File: src/rtl/serial_subtractor_pkg.sv
// Shared definitions for the bit-serial subtractor: FSM state encoding.
package serial_subtractor_pkg;

  typedef enum logic [1:0] {
    IDLE = 2'd0,
    RUN  = 2'd1,
    HOLD = 2'd2
  } state_e;

endpackage

File: src/rtl/serial_subtractor_full_subtractor.sv
// One-bit full-subtractor cell: D = A - B - BI, borrow-out in BO.
module full_subtractor (
  input  logic a_i,
  input  logic b_i,
  input  logic bi_i,
  output logic d_o,
  output logic bo_o
);

  assign d_o  = a_i ^ b_i ^ bi_i;
  assign bo_o = (~a_i & b_i) | (~(a_i ^ b_i) & bi_i);

endmodule

File: src/rtl/serial_subtractor.sv
// Bit-serial subtractor: LSB-first operand pairs, running borrow in a flop,
// parallel difference and final borrow presented with valid/ready.
module serial_subtractor
  import serial_subtractor_pkg::*;
#(
  parameter int WIDTH = 4
) (
  input  logic             QCK,
  input  logic             QRT,
  input  logic             START,
  input  logic             BI,
  input  logic             IN_VALID,
  output logic             IN_READY,
  input  logic             A,
  input  logic             B,
  output logic             DZ,
  output logic             DZ_VALID,
  output logic [WIDTH-1:0] DIFF,
  output logic             BO,
  output logic             OUT_VALID,
  input  logic             OUT_READY
);

  localparam int             CNT_W = (WIDTH > 1) ? $clog2(WIDTH) : 1;
  localparam logic [CNT_W-1:0] LAST = CNT_W'(WIDTH - 1);

  state_e             state_q, state_d;
  logic               borrow_q, borrow_d;
  logic [CNT_W-1:0]   count_q, count_d;
  logic [WIDTH-1:0]   diff_q, diff_d;
  logic               dz_q, dz_d;
  logic               dz_valid_q, dz_valid_d;
  logic               bo_q, bo_d;
  logic               out_valid_q, out_valid_d;
  logic               in_ready;
  logic               cell_d, cell_bo;

  full_subtractor u_cell (
    .a_i  (A),
    .b_i  (B),
    .bi_i (borrow_q),
    .d_o  (cell_d),
    .bo_o (cell_bo)
  );

  always_comb begin
    // NOTE: every variable gets a default first so no path leaves it
    // unassigned; that is what keeps this block from inferring latches.
    state_d     = state_q;
    borrow_d    = borrow_q;
    count_d     = count_q;
    diff_d      = diff_q;
    dz_d        = dz_q;
    dz_valid_d  = 1'b0;
    bo_d        = bo_q;
    out_valid_d = out_valid_q;
    in_ready    = 1'b0;

    unique case (state_q)
      IDLE: begin
        if (START) begin
          state_d  = RUN;
          borrow_d = BI;
          count_d  = '0;
          diff_d   = '0;
        end
      end
      RUN: begin
        in_ready = 1'b1;
        if (IN_VALID) begin
          borrow_d   = cell_bo;
          dz_d       = cell_d;
          dz_valid_d = 1'b1;
          diff_d     = {cell_d, diff_q[WIDTH-1:1]};
          // The final accept leaves count at WIDTH-1 so it never wraps.
          if (count_q == LAST) begin
            state_d     = HOLD;
            bo_d        = cell_bo;
            out_valid_d = 1'b1;
          end else begin
            count_d = count_q + 1'b1;
          end
        end
      end
      HOLD: begin
        if (OUT_READY) begin
          state_d     = IDLE;
          out_valid_d = 1'b0;
        end
      end
      default: state_d = IDLE;
    endcase
  end

  always_ff @(posedge QCK or negedge QRT) begin
    if (!QRT) begin
      state_q     <= IDLE;
      borrow_q    <= 1'b0;
      count_q     <= '0;
      diff_q      <= '0;
      dz_q        <= 1'b0;
      dz_valid_q  <= 1'b0;
      bo_q        <= 1'b0;
      out_valid_q <= 1'b0;
    end else begin
      // NOTE: non-blocking assignments so every flop samples the values
      // from before this edge, independent of statement order.
      state_q     <= state_d;
      borrow_q    <= borrow_d;
      count_q     <= count_d;
      diff_q      <= diff_d;
      dz_q        <= dz_d;
      dz_valid_q  <= dz_valid_d;
      bo_q        <= bo_d;
      out_valid_q <= out_valid_d;
    end
  end

  assign IN_READY  = in_ready;
  assign DZ        = dz_q;
  assign DZ_VALID  = dz_valid_q;
  assign DIFF      = diff_q;
  assign BO        = bo_q;
  assign OUT_VALID = out_valid_q;

endmodule
File: config.mk
export PLATFORM = sky130hd
export DESIGN_NAME = serial_subtractor
export DESIGN_NICKNAME = d
export VERILOG_FILES = /design/src/rtl/serial_subtractor_pkg.sv /design/src/rtl/serial_subtractor_full_subtractor.sv /design/src/rtl/serial_subtractor.sv
export SDC_FILE = /design/constraint.sdc
export NUM_CORES = 1
export LEC_CHECK = 0
export BUFFER_PORTS_ARGS = -buffer_cell sky130_fd_sc_hd__buf_2
export CORE_MARGIN = 1.5
export CORE_UTILIZATION = 30
export DETAILED_ROUTE_END_ITERATION = 6
export PLACE_DENSITY = 0.63
export SLEW_MARGIN = 20
export SYNTH_ARGS = -nofsm -noshare
export SYNTH_HDL_FRONTEND = slang
export SYNTH_SLANG_ARGS = --single-unit
File: constraint.sdc
create_clock -name QCK -period 1.3 [get_ports QCK]
set_input_delay 0.13 -clock QCK [delete_from_list [all_inputs] [get_ports QCK]]
set_output_delay 0.13 -clock QCK [all_outputs]
set_load 0.02 [all_outputs]
# Word-level counts from Yosys, hierarchy flattened
# Cells that the tools add are included.
word_totals:
  reg_bits: 13
  in_bits: 8
  out_inout_bits: 9
classes:
  bitwise_logic: 7
  reduce_logical: 9
  add_sub_neg: 1
  n_eq_ne: 8
  mux: 22
ops:
  columns: ["op", "count"]
  rows:
  - ["2-bit two-way mux", 7]
  - ["4-bit AND reduction", 3]
  - ["2-bit inequality test, second input constant", 5]
  - ["1-bit two-way mux", 8]
  - ["4-bit two-way mux", 2]
  - ["4-bit one-hot mux with 2 select lines", 1]
  - ["2-bit one-hot mux with 3 select lines", 1]
  - ["3-bit AND reduction", 2]
  - ["2-bit equality test, second input constant", 2]
  - ["1-bit one-hot mux with 2 select lines", 2]
  - ["2-bit one-hot mux with 2 select lines", 1]
  - ["2-bit nonzero test", 2]
  - ["2-bit by 1-bit adder with 2-bit output, second input constant", 1]
  - ["1-bit AND", 2]
  - ["2-bit by 1-bit equality test with 1-bit output, second input constant", 1]
  - ["2-bit logical NOT", 1]
  - ["1-bit inverter", 2]
  - ["2-bit AND reduction", 1]
  - ["1-bit XOR", 2]
  - ["1-bit bitwise OR", 1]

# Depth between registers and ports, before layout
# Gate-level depths: netlist of run 1.
logic_depth:
  ltp_word: 6
  depth_mapped: 5
  ltp_nobuf: 5

# Cells and area by module
# Synthesis of run 1 repeated with hierarchy kept, for this count alone.
hier_totals:
  hier_cells: 58
  area_unflattened_um2: 679.4
modules_own_cells:
  columns: ["module", "seq_area_each_um2", "area_per_inst_um2", "instances", "cells_per_inst"]
  rows:
  - ["serial_subtractor", 325.3, 648.1, 1, 54]
  - ["full_subtractor", 0.0, 31.3, 1, 4]

# Worst setup path after synthesis of run 1
# Ideal clock, no wire load.
synth_path:
  path_type: "reg-to-reg"
  startpoint: "register borrow_q"
  endpoint: "register diff_q[3], in the netlist DIFF[3]"
  setup_slack_ps: 1
  arrival_ps: 1178
  stages_incl_launch_ff: 5
  setup_time_ps: 121
  path_cell_list: "dfrtp_1 -> inv_1 -> fa_1 -> a22o_1 -> a22o_1"
synth_via:
  elab_chain_cells: 3
synth_rtl:
  columns: ["item", "line", "rtl"]
  rows:
  - ["start: declaration", "serial_subtractor.sv:28", "logic borrow_q, borrow_d;"]
  - ["start signal: assignment", "serial_subtractor.sv:109", "borrow_q <= borrow_d;"]
  - ["1-bit XOR", "serial_subtractor_full_subtractor.sv:10", "assign d_o = a_i ^ b_i ^ bi_i;"]
  - ["via cell_d", "serial_subtractor.sv:36", "logic cell_d, cell_bo;"]
  - ["4-bit two-way mux", "serial_subtractor.sv:70", "if (IN_VALID) begin"]
  - ["4-bit one-hot mux with 2 select lines", "serial_subtractor.sv:59", "unique case (state_q)"]
  - ["end signal: assignment", "serial_subtractor.sv:111", "diff_q <= diff_d;"]
  - ["end: declaration", "serial_subtractor.sv:30", "logic [WIDTH-1:0] diff_q, diff_d;"]
# The timed path passes the listed nets, and every way through them passes these cells. The select of a mux whose other input is x is not followed.
# A chain may end at the register's enable or synchronous reset.

# Final worst setup path of run 1
# Same ends and word-level chain as after synthesis.

==> summary.txt, run 1 <==
PnR worst setup slack - -0.0306 ns
drt drc - 0
layout cells sized above 1 - 39.0%
highest metal used - met4
Die Height - 49.4 um
final period utilization - 102%
type of origin of the critical path - register
CTS Buf Count - 3
pwr dens - 2250 nW/um^2
highest clock rate - 752 MHz
flops & latches, synth - 13
Gate power share - 50.5%
IO Pins - 17
M1 wire length - 572 um
placed cell count - 103
die area - 2440 sq um
Met3 Routed Length - 60 um
register share of total power - 36.8%
fillcell total - 206
TritonCTS clock tree - built
clk_lat worst skew - 0.27 ns
synthesized area - 646 sq um
gpl congestion - 0.716
Internal - 1150 uW
Worst-Margin Slew - 0.294 ns
final slew viol count - 0
ANT cells - 0
post-synthesis cell type count - 25
status - finished, violations left
warnings from Yosys - 0
Layout area overhead - 30.2%
DR WL met2 - 566 um
Avg Cell Area, Syn - 11.1 sq um
Clk pwr share - 12.7%
Fin. Hold Viols - 0
final period demand of the worst path - 1.33 ns
CTS Buffer Depth - 2
syn nets - 68
CP Max Fanout - 2
Critical Path RT - 1.46 ns
Area after DPL - 777 sq um
post-synthesis sequential area ratio - 50.4%
synthesized instance count - 58
Switching Fraction - 39.1%
Setup Skew - 0.00302 ns
HP Class - primary input to register
# port buffers - 16
total gr overflow - 0
H-tree depth - 1
Clock Sinks - 13
peak supply drop - 0.785 mV
HPWL Detailed - 929 um
GRT Util Overall - 12.5%
vias in the first global route - 523
First-pass DRT Iterations - 5
clk slew on worst S/H paths - 0.07 ns
Routed Antenna Nets - 0
core area - 2000 sq um
Site Rows - 16
Total Power - 1890 uW
fin nets - 93
Post-Layout Cell Count - 109
Setup CP Type - register to register
Seq. cell area - 325 sq um
First DRT Iteration DRCs - 4
NetSw - 739 uW
Leak - 0.000406 uW
unrepaired setup endpoints after global routing - true
Setup crit end kind - register
cell chosen for the clock root - clkbuf_4
Design Area, Final - 841 sq um
global-route wire length before repair - 2280 um
final wirelength - 1210 um
Slew HR - 80.4%
Routed WL per cell - 11.1 um
count of final setup violators - 1
Die X - 49.4 um
pin count of the biggest net entering global routing - 14
max-cap violation count - 0
Worst EP arrival - 1.49 ns
number of antenna violations at the first check in global routing - 0
drt via density - 4.65
initial core utilization - 32.2%
failing checks - setup timing
multi-input logic area - 299 sq um
via count - 507
final cells by class:
class | instances | share of cell area [%]
clock buffer | 4 | 3.13
multi-input combinational | 38 | 35.6
timing repair buffer | 22 | 16.4
inverter | 5 | 2.23
sequential | 13 | 38.7
tap | 27 | 4.02
placed cells by master (no fill, tap or decap):
master,instances
o21ai_1,3
inv_2,3
buf_2,15
o31ai_1,2
inv_1,2
a22o_1,8
o21bai_4,1
nand2b_1,1
nor2_4,1
a21oi_1,1
mux2_1,1
nand2_1,2
o21ai_0,4
nor3_2,1
nor2b_1,3
dlygate4sd3_1,1
buf_4,4
a31oi_1,1
nor2b_2,1
buf_6,2
a22oi_1,2
nor2_1,1
o22ai_1,1
clkbuf_4,3
mux2i_1,1
dfrtp_1,13
clkbuf_1,1
nand3_1,1
fa_1,1
ha_2,1
Yosys cell counts:
master,n,area share (%)
a21oi_1,1,0.77
a22o_1,8,11
a22oi_1,2,2.3
a31oi_1,1,0.97
buf_2,1,0.77
buf_4,1,1.2
dfrtp_1,13,50
fa_1,1,3.1
ha_1,1,1.9
inv_1,4,2.3
inv_2,1,0.58
mux2_1,1,1.7
mux2i_1,1,1.6
nand2_1,2,1.2
nand2b_1,1,0.97
nand3_1,1,0.77
nor2_1,2,1.2
nor2b_1,3,2.9
nor2b_2,1,1.4
nor3_2,1,1.6
o21ai_0,5,3.9
o21ai_1,2,1.6
o21bai_4,1,2.9
o22ai_1,1,0.97
o31ai_1,2,2.3
registers in the layout, summed over array words and instances (netlist names):
signal / cells
count_q: 2
BO: 1
state_q: 2
DZ: 1
DZ_VALID: 1
OUT_VALID: 1
DIFF: 4
borrow_q: 1
worst max-delay path, stage by stage, from the launching register on:
cell,delay [ns]
dfrtp_1,0.39
inv_2,0.06
fa_1,0.42
a22o_1,0.19
a22o_1,0.17
stage by stage:
step / worst slack (ns) / util [%] / hold WS, ns / setup TNS [ns]
after floorplan: 0.00115 / - / -0.166 / 0
after global placement: -0.00924 / 38.8 / 0.0310 / -0.00924
after detailed placement: -0.0308 / 38.8 / 0.0334 / -0.0308
after CTS: -0.0468 / 40.6 / 0.0258 / -0.0468
after global routing: -0.0804 / 42.0 / 0.0279 / -0.184
final: -0.0306 / 42.0 / 0.0357 / -0.0306
power by group through the flow:
stage	Combinational [uW]	Sequential, uW	Clock [uW]
detailed placement	879	699	0
global route	1070	721	276
floorplan	512	791	0
finish	955	694	240
CTS	883	691	253
global placement	868	695	0
final timing paths:
path	startpoint	to	slack, ns	cells after the start
min in group asynchronous	QRT	borrow_q	0.27	2
worst max-delay path	borrow_q	DIFF[3]	-0.03	4
max in group asynchronous	QRT	DIFF[2]	0.81	2
worst min-delay path	OUT_READY	state_q[1]	0.04	2
worst min register to register	BO	BO	0.49	2
worst max register to register	borrow_q	DIFF[3]	-0.03	4
layer usage:
metal / GRT usage, % / vias up
met2: 20.7 / 15
met1: 14.1 / 231
met3: 5.83 / 2
li1: - / 259
met4: 4.17 / 0
met5: 0 / -
cells by family after synthesis:
| family | count (synthesis) | synth area share [%] |
|---|---|---|
| simple gates | 11 | 9.89 |
| mux | 2 | 3.29 |
| buf+inv | 7 | 4.84 |
| fa+ha+maj | 2 | 5.04 |
| flops | 13 | 50.4 |
| compound gates | 23 | 26.5 |
timing repair:
action,CTS,global route
buffers inserted,0,1
hold buffers,1,0
endpoints found under the hold margin,13,0
setup endpoints to repair,1,6
resized for setup,0,9
pin swaps,0,2
(Power assumes the default switching activity.)
==> run 2, diff against run 1 <==
CELL_PAD_IN_SITES_DETAIL_PLACEMENT = 0   (was default)
CELL_PAD_IN_SITES_GLOBAL_PLACEMENT = 1   (was default)
PLACE_DENSITY = 0.75   (was 0.63)
==> run 2 against run 1 <==
  * The run still ends with setup timing left
  * Global-route usage down 0.19 points
  * Critical path type unchanged
  * Critical path depth did not move
  * Worst hold slack got worse by 0.0020 ns
  * Worst setup slack better by 0.013 ns
  * Largest cell class unchanged
  * Die area is the same
  * Cell count rose by 1.8%
  * Design area grew 0.60%
  * Wire length increased by 4.0%
  * Total power is 0.77% lower
  * Clock power rose by 5%
==> summary.txt, run 2 (synthesis results as in run 1) <==
Site Rows - 16 (unchanged)
CTS Buf Count - 3 (unchanged)
global-route wire length before repair - 2290 um (+0.31%)
Critical Path, Cell by Cell - inv_2, fa_1, a22o_1, a22o_1
TritonCTS clock tree - built
setup_tns - -0.0180 ns (+0.0126 ns)
final period demand of the worst path - 1.32 ns (-0.0126 ns)
cell chosen for the clock root - clkbuf_4
PnR worst setup slack - -0.0180 ns (+0.0126 ns)
Top delay family on crit path - adder cells
unrepaired setup endpoints after global routing - true
ANT cells - 0 (unchanged)
# port buffers - 16 (unchanged)
Clock Sinks - 13 (unchanged)
Hold Slack - 0.0337 ns (-0.00201 ns)
type of origin of the critical path - register
placed cell count - 102 (-0.97%)
layout cells sized above 1 - 42.9% (+3.8 points)
Die X - 49.4 um (unchanged)
Fin. Hold Viols - 0 (unchanged)
Area after DPL - 769 sq um (-0.97%)
Slew HR - 82.3% (+1.9 points)
Critical Path RT - 1.47 ns (about the same)
number of antenna violations at the first check in global routing - 0 (unchanged)
initial core utilization - 32.2% (unchanged)
Design Area, Final - 846 sq um (+0.60%)
leading cell types in the layout, fill and taps excluded - buf_2 (15), dfrtp_1 (12), a22o_1 (8), buf_4 (8), o21ai_0 (5)
failing checks - setup timing
CP Max Fanout - 2 (unchanged)
Die Height - 49.4 um (unchanged)
Routed WL per cell - 11.4 um (+2.2%)
IO Pins - 17 (unchanged)
die area - 2440 sq um (unchanged)
fillcell total - 219 (+6.3%)
peak supply drop - 0.885 mV (+13%)
Setup crit end kind - register
max-cap violation count - 0 (unchanged)
Layout area overhead - 31.0%
total gr overflow - 0 (unchanged)
Worst EP arrival - 1.49 ns (about the same)
H-tree depth - 1 (unchanged)
via count - 532 (+4.9%)
status - finished, violations left
CP dominant cell by count - a22o_1
CP max-delay cell - fa_1
Post-Layout Cell Count - 111 (+1.8%)
highest clock rate - 759 MHz (+0.95%)
First DRT Iteration DRCs - 5 (+1)
max reg flops - 4 (unchanged)
gpl congestion - 0.699 (-2.3%)
fin nets - 95 (+2.2%)
Leak - 0.000415 uW (+2.1%)
Place WS - -0.0398 ns (-0.00898 ns)
Setup CP Type - register to register
drt drc - 0 (unchanged)
Reg2Reg Setup Slack - -0.02 ns (about the same)
core area - 2000 sq um (unchanged)
final slew viol count - 0 (unchanged)
First-pass DRT Iterations - 4 (-1)
CTS Buffer Depth - 2 (unchanged)
commonest non-fill, non-tap cell in the layout - buf_2
pin count of the biggest net entering global routing - 14 (unchanged)
CP max stage delay - 0.42 ns (about the same)
count of final setup violators - 1 (unchanged)
final period utilization - 101% (-0.97 points)
pwr dens - 2220 nW/um^2 (-1.4%)
Routed Antenna Nets - 0 (unchanged)
final wirelength - 1260 um (+4.0%)
clk_lat worst skew - 0.27 ns (about the same)
CP bufs+invs - 1 (unchanged)
drt via density - 4.79 (+3.0%)
HP Class - primary input to register
vias in the first global route - 544 (+4.0%)
HPWL Detailed - 943 um (+1.5%)
clk slew on worst S/H paths - 0.08 ns (about the same)
Worst-Margin Slew - 0.259 ns (-0.0356 ns)
Setup Skew - 0.00150 ns (-0.00152 ns)
GRT Util Overall - 12.3% (-0.19 points)
-- run 2: final timing paths --
check	to	cells after the start	startpoint
min in group asynchronous	DIFF[0]	2	QRT
max in group asynchronous	state_q[1]	2	QRT
min	state_q[1]	2	OUT_READY
max	DIFF[3]	4	borrow_q
max reg2reg	DIFF[3]	4	borrow_q
min reg2reg	DZ	1	DZ
-- run 2: layout make-up --
cell class	instances	area, sq um	area share (%)
Sequential cell	13	327	38.6
Multi-Input combinational cell	38	294	34.8
Timing Repair Buffer	24	145	17.2
Tap cell	27	33.8	3.99
Clock buffer	3	22.5	2.66
Inverter	5	18.8	2.22
Clock inverter	1	5.00	0.592
-- run 2: through the flow --
step,utilization (%),total power [uW]
2_1_floorplan,-,1300
3_3_place_gp,38.4,1550
3_5_place_dp,38.4,1570
4_1_cts,41.5,1850
5_1_grt,42.3,2050
6_report,42.3,1870
-- run 2: timing repair --
action	4_1_cts	5_1_grt
hold endpoints to repair	13	0
cloned	0	0
resized for setup	2	4
pin swaps	2	1
endpoints found under the setup margin	2	6
hold buffers	1	0
setup buffers	3	1
-- run 2: per-layer routing --
metal	vias up	part of all wire [%]	global-route usage, %
li1	263	-	-
met4	0	0	5.56
met5	-	0	0
met3	0	3.2	2.76
met1	258	46	16.4
met2	11	50	18.9
-- run 2: where the power goes --
part           leakage (uW)  switching (uW)  internal, uW
Sequential         0.000157             124           568
Combinational      0.000240             484           447
Clock             0.0000177             138           114
-- run 2: worst register-to-register path, delay by kind of cell, from the launching register on --
kind                     cells  cell delay [ns]
buffers and inverters        1             0.05
flip-flops                   1             0.39
adder cells (fa/ha/maj)      1             0.42
AO/OA/AOI/OAI                2             0.36
==> run 3, diff against run 2 <==
CTS_CLUSTER_DIAMETER = 100   (was default)
PLACE_DENSITY = 0.73   (was 0.75)
clock period = 1.6 ns   (was 1.3 ns; I/O delays follow)
==> run 3 against run 2 <==
  * The run now ends clean
  * Worst hold slack better by 0.021 ns
  * Global-route usage is 0.24 points higher
  * Via count shrank 3.4%
  * Fmax shrank 2.8%
  * Largest cell class unchanged
  * Register-to-register slack better by 0.26 ns
  * Critical path type unchanged
==> summary.txt, run 3 (synthesis results as in run 1) <==
max reg flops - 4 (unchanged)
core area - 2000 sq um (unchanged)
TritonCTS clock tree - built
via count - 514 (-3.4%)
Site Rows - 16 (unchanged)
CTS Buffer Depth - 2 (unchanged)
Leak - 0.000385 uW (-7.2%)
drt via density - 4.90 (+2.1%)
setup_tns - 0 ns (+0.0180 ns)
pin count of the biggest net entering global routing - 14 (unchanged)
Worst EP arrival - 1.52 ns (+0.03 ns)
Clock Sinks - 13 (unchanged)
highest clock rate - 738 MHz (-2.8%)
HPWL Detailed - 964 um (+2.3%)
Slew HR - 72.9% (-9.4 points)
final period demand of the worst path - 1.36 ns (+0.0379 ns)
GRT Util Overall - 12.5% (+0.24 points)
Hold Path Origin - OUT_READY
die area - 2440 sq um (unchanged)
final wirelength - 1280 um (+1.3%)
pwr dens - 1830 nW/um^2 (-18%)
number of antenna violations at the first check in global routing - 0 (unchanged)
fillcell total - 213 (-2.7%)
Fin. Hold Viols - 0 (unchanged)
Layout area overhead - 22.5%
HP Class - primary input to register
total gr overflow - 0 (unchanged)
First-pass DRT Iterations - 3 (-1)
clk slew on worst S/H paths - 0.08 ns (about the same)
ANT cells - 0 (unchanged)
commonest non-fill, non-tap cell in the layout - buf_2
Die X - 49.4 um (unchanged)
type of origin of the critical path - register
Routed Antenna Nets - 0 (unchanged)
Setup Skew - 0.00750 ns (+0.00600 ns)
unrepaired setup endpoints after global routing - false
leading cell types in the layout, fill and taps excluded - buf_2 (16), dfrtp_1 (13), a22o_1 (8), o21ai_0 (5), inv_1 (4)
Die Height - 49.4 um (unchanged)
peak supply drop - 1.17 mV (+32%)
First DRT Iteration DRCs - 10 (+5)
cell chosen for the clock root - clkbuf_4
# resized after CTS - 0 (-2)
count of final setup violators - 0 (-1)
Routed WL per cell - 12.2 um (+7.1%)
CTS Buf Count - 3 (unchanged)
fin nets - 89 (-6.3%)
vias in the first global route - 496 (-8.8%)
clk_lat worst skew - 0.28 ns (about the same)
Setup CP Type - register to register
Post-Layout Cell Count - 105 (-5.4%)
drt drc - 0 (unchanged)
R2R Path Start - borrow_q
H-tree depth - 1 (unchanged)
Total Power - 1440 uW (-23%)
Worst-Margin Slew - 0.406 ns (+0.148 ns)
final slew viol count - 0 (unchanged)
# port buffers - 16 (unchanged)
CP Max Fanout - 2 (unchanged)
status - finished clean
final period utilization - 84.7% (-17 points)
Setup crit end kind - register
global-route wire length before repair - 2240 um (-2.4%)
layout cells sized above 1 - 30.8% (-12 points)
max-cap violation count - 0 (unchanged)
placed cell count - 100 (-2.0%)
Critical Path RT - 1.76 ns (+0.29 ns)
Worst Setup SP - borrow_q
gpl congestion - 0.668 (-4.4%)
IO Pins - 17 (unchanged)
initial core utilization - 32.2% (unchanged)
run 3: cell count changes in the layout (fill, tap and decap cells not counted), sizes merged:
cell    change
clkinv      -1
clkbuf      +1
buf         -6
run 3: per-stage QoR:
step / area, sq um / worst slack (ns) / hold WS, ns / utilization [%]
after global placement: 754 / 0.285 / 0.0610 / 37.7
after global routing: 791 / 0.188 / 0.0637 / 39.5
after detailed placement: 754 / 0.255 / 0.0629 / 37.7
after CTS: 791 / 0.239 / 0.0488 / 39.5
after floorplan: 646 / 0.301 / -0.136 / -
final: 791 / 0.244 / 0.0549 / 39.5
run 3: area by class of cell:
type | instances | area [sq um] | area share, %
Timing Repair Buffer | 18 | 97.6 | 12.3
Clock buffer | 4 | 26.3 | 3.32
Tap cell | 27 | 33.8 | 4.27
Sequential cell | 13 | 325 | 41.1
Inverter | 5 | 18.8 | 2.37
Multi-Input combinational cell | 38 | 289 | 36.6
run 3: timing repair:
item | 4_1_cts | 5_1_grt
hold endpoints to repair | 13 | 0
hold buffers | 1 | 0
endpoints found under the setup margin | 0 | 0
setup buffers | 0 | 0
run 3: final timing paths:
kind                         endpoint  slack (ns)  cells after the start
max                           DIFF[3]        0.24                      4
min                        state_q[1]        0.05                      2
max reg2reg                   DIFF[3]        0.24                      4
min reg2reg                        DZ        0.48                      1
max in group asynchronous     DIFF[1]        1.08                      2
min in group asynchronous  count_q[0]        0.29                      2
run 3: power by group:
part	switching (uW)	internal [uW]	total, uW
sequential	114	460	574
combinational	370	301	671
clock	104	96.7	200
run 3: metal layers:
metal	part of all wire, %	routed length (um)	global-route usage, %
met1	44	567	13.8
met2	47	603	19.8
met3	6.1	78	5.83
met4	2.3	30	6.94
met5	0	0	0
run 3: critical path, stage by stage, from the launching register on:
cell and delay [ns]:
dfrtp_1 0.38, inv_1 0.07, fa_1 0.42, a22o_1 0.21
a22o_1 0.17
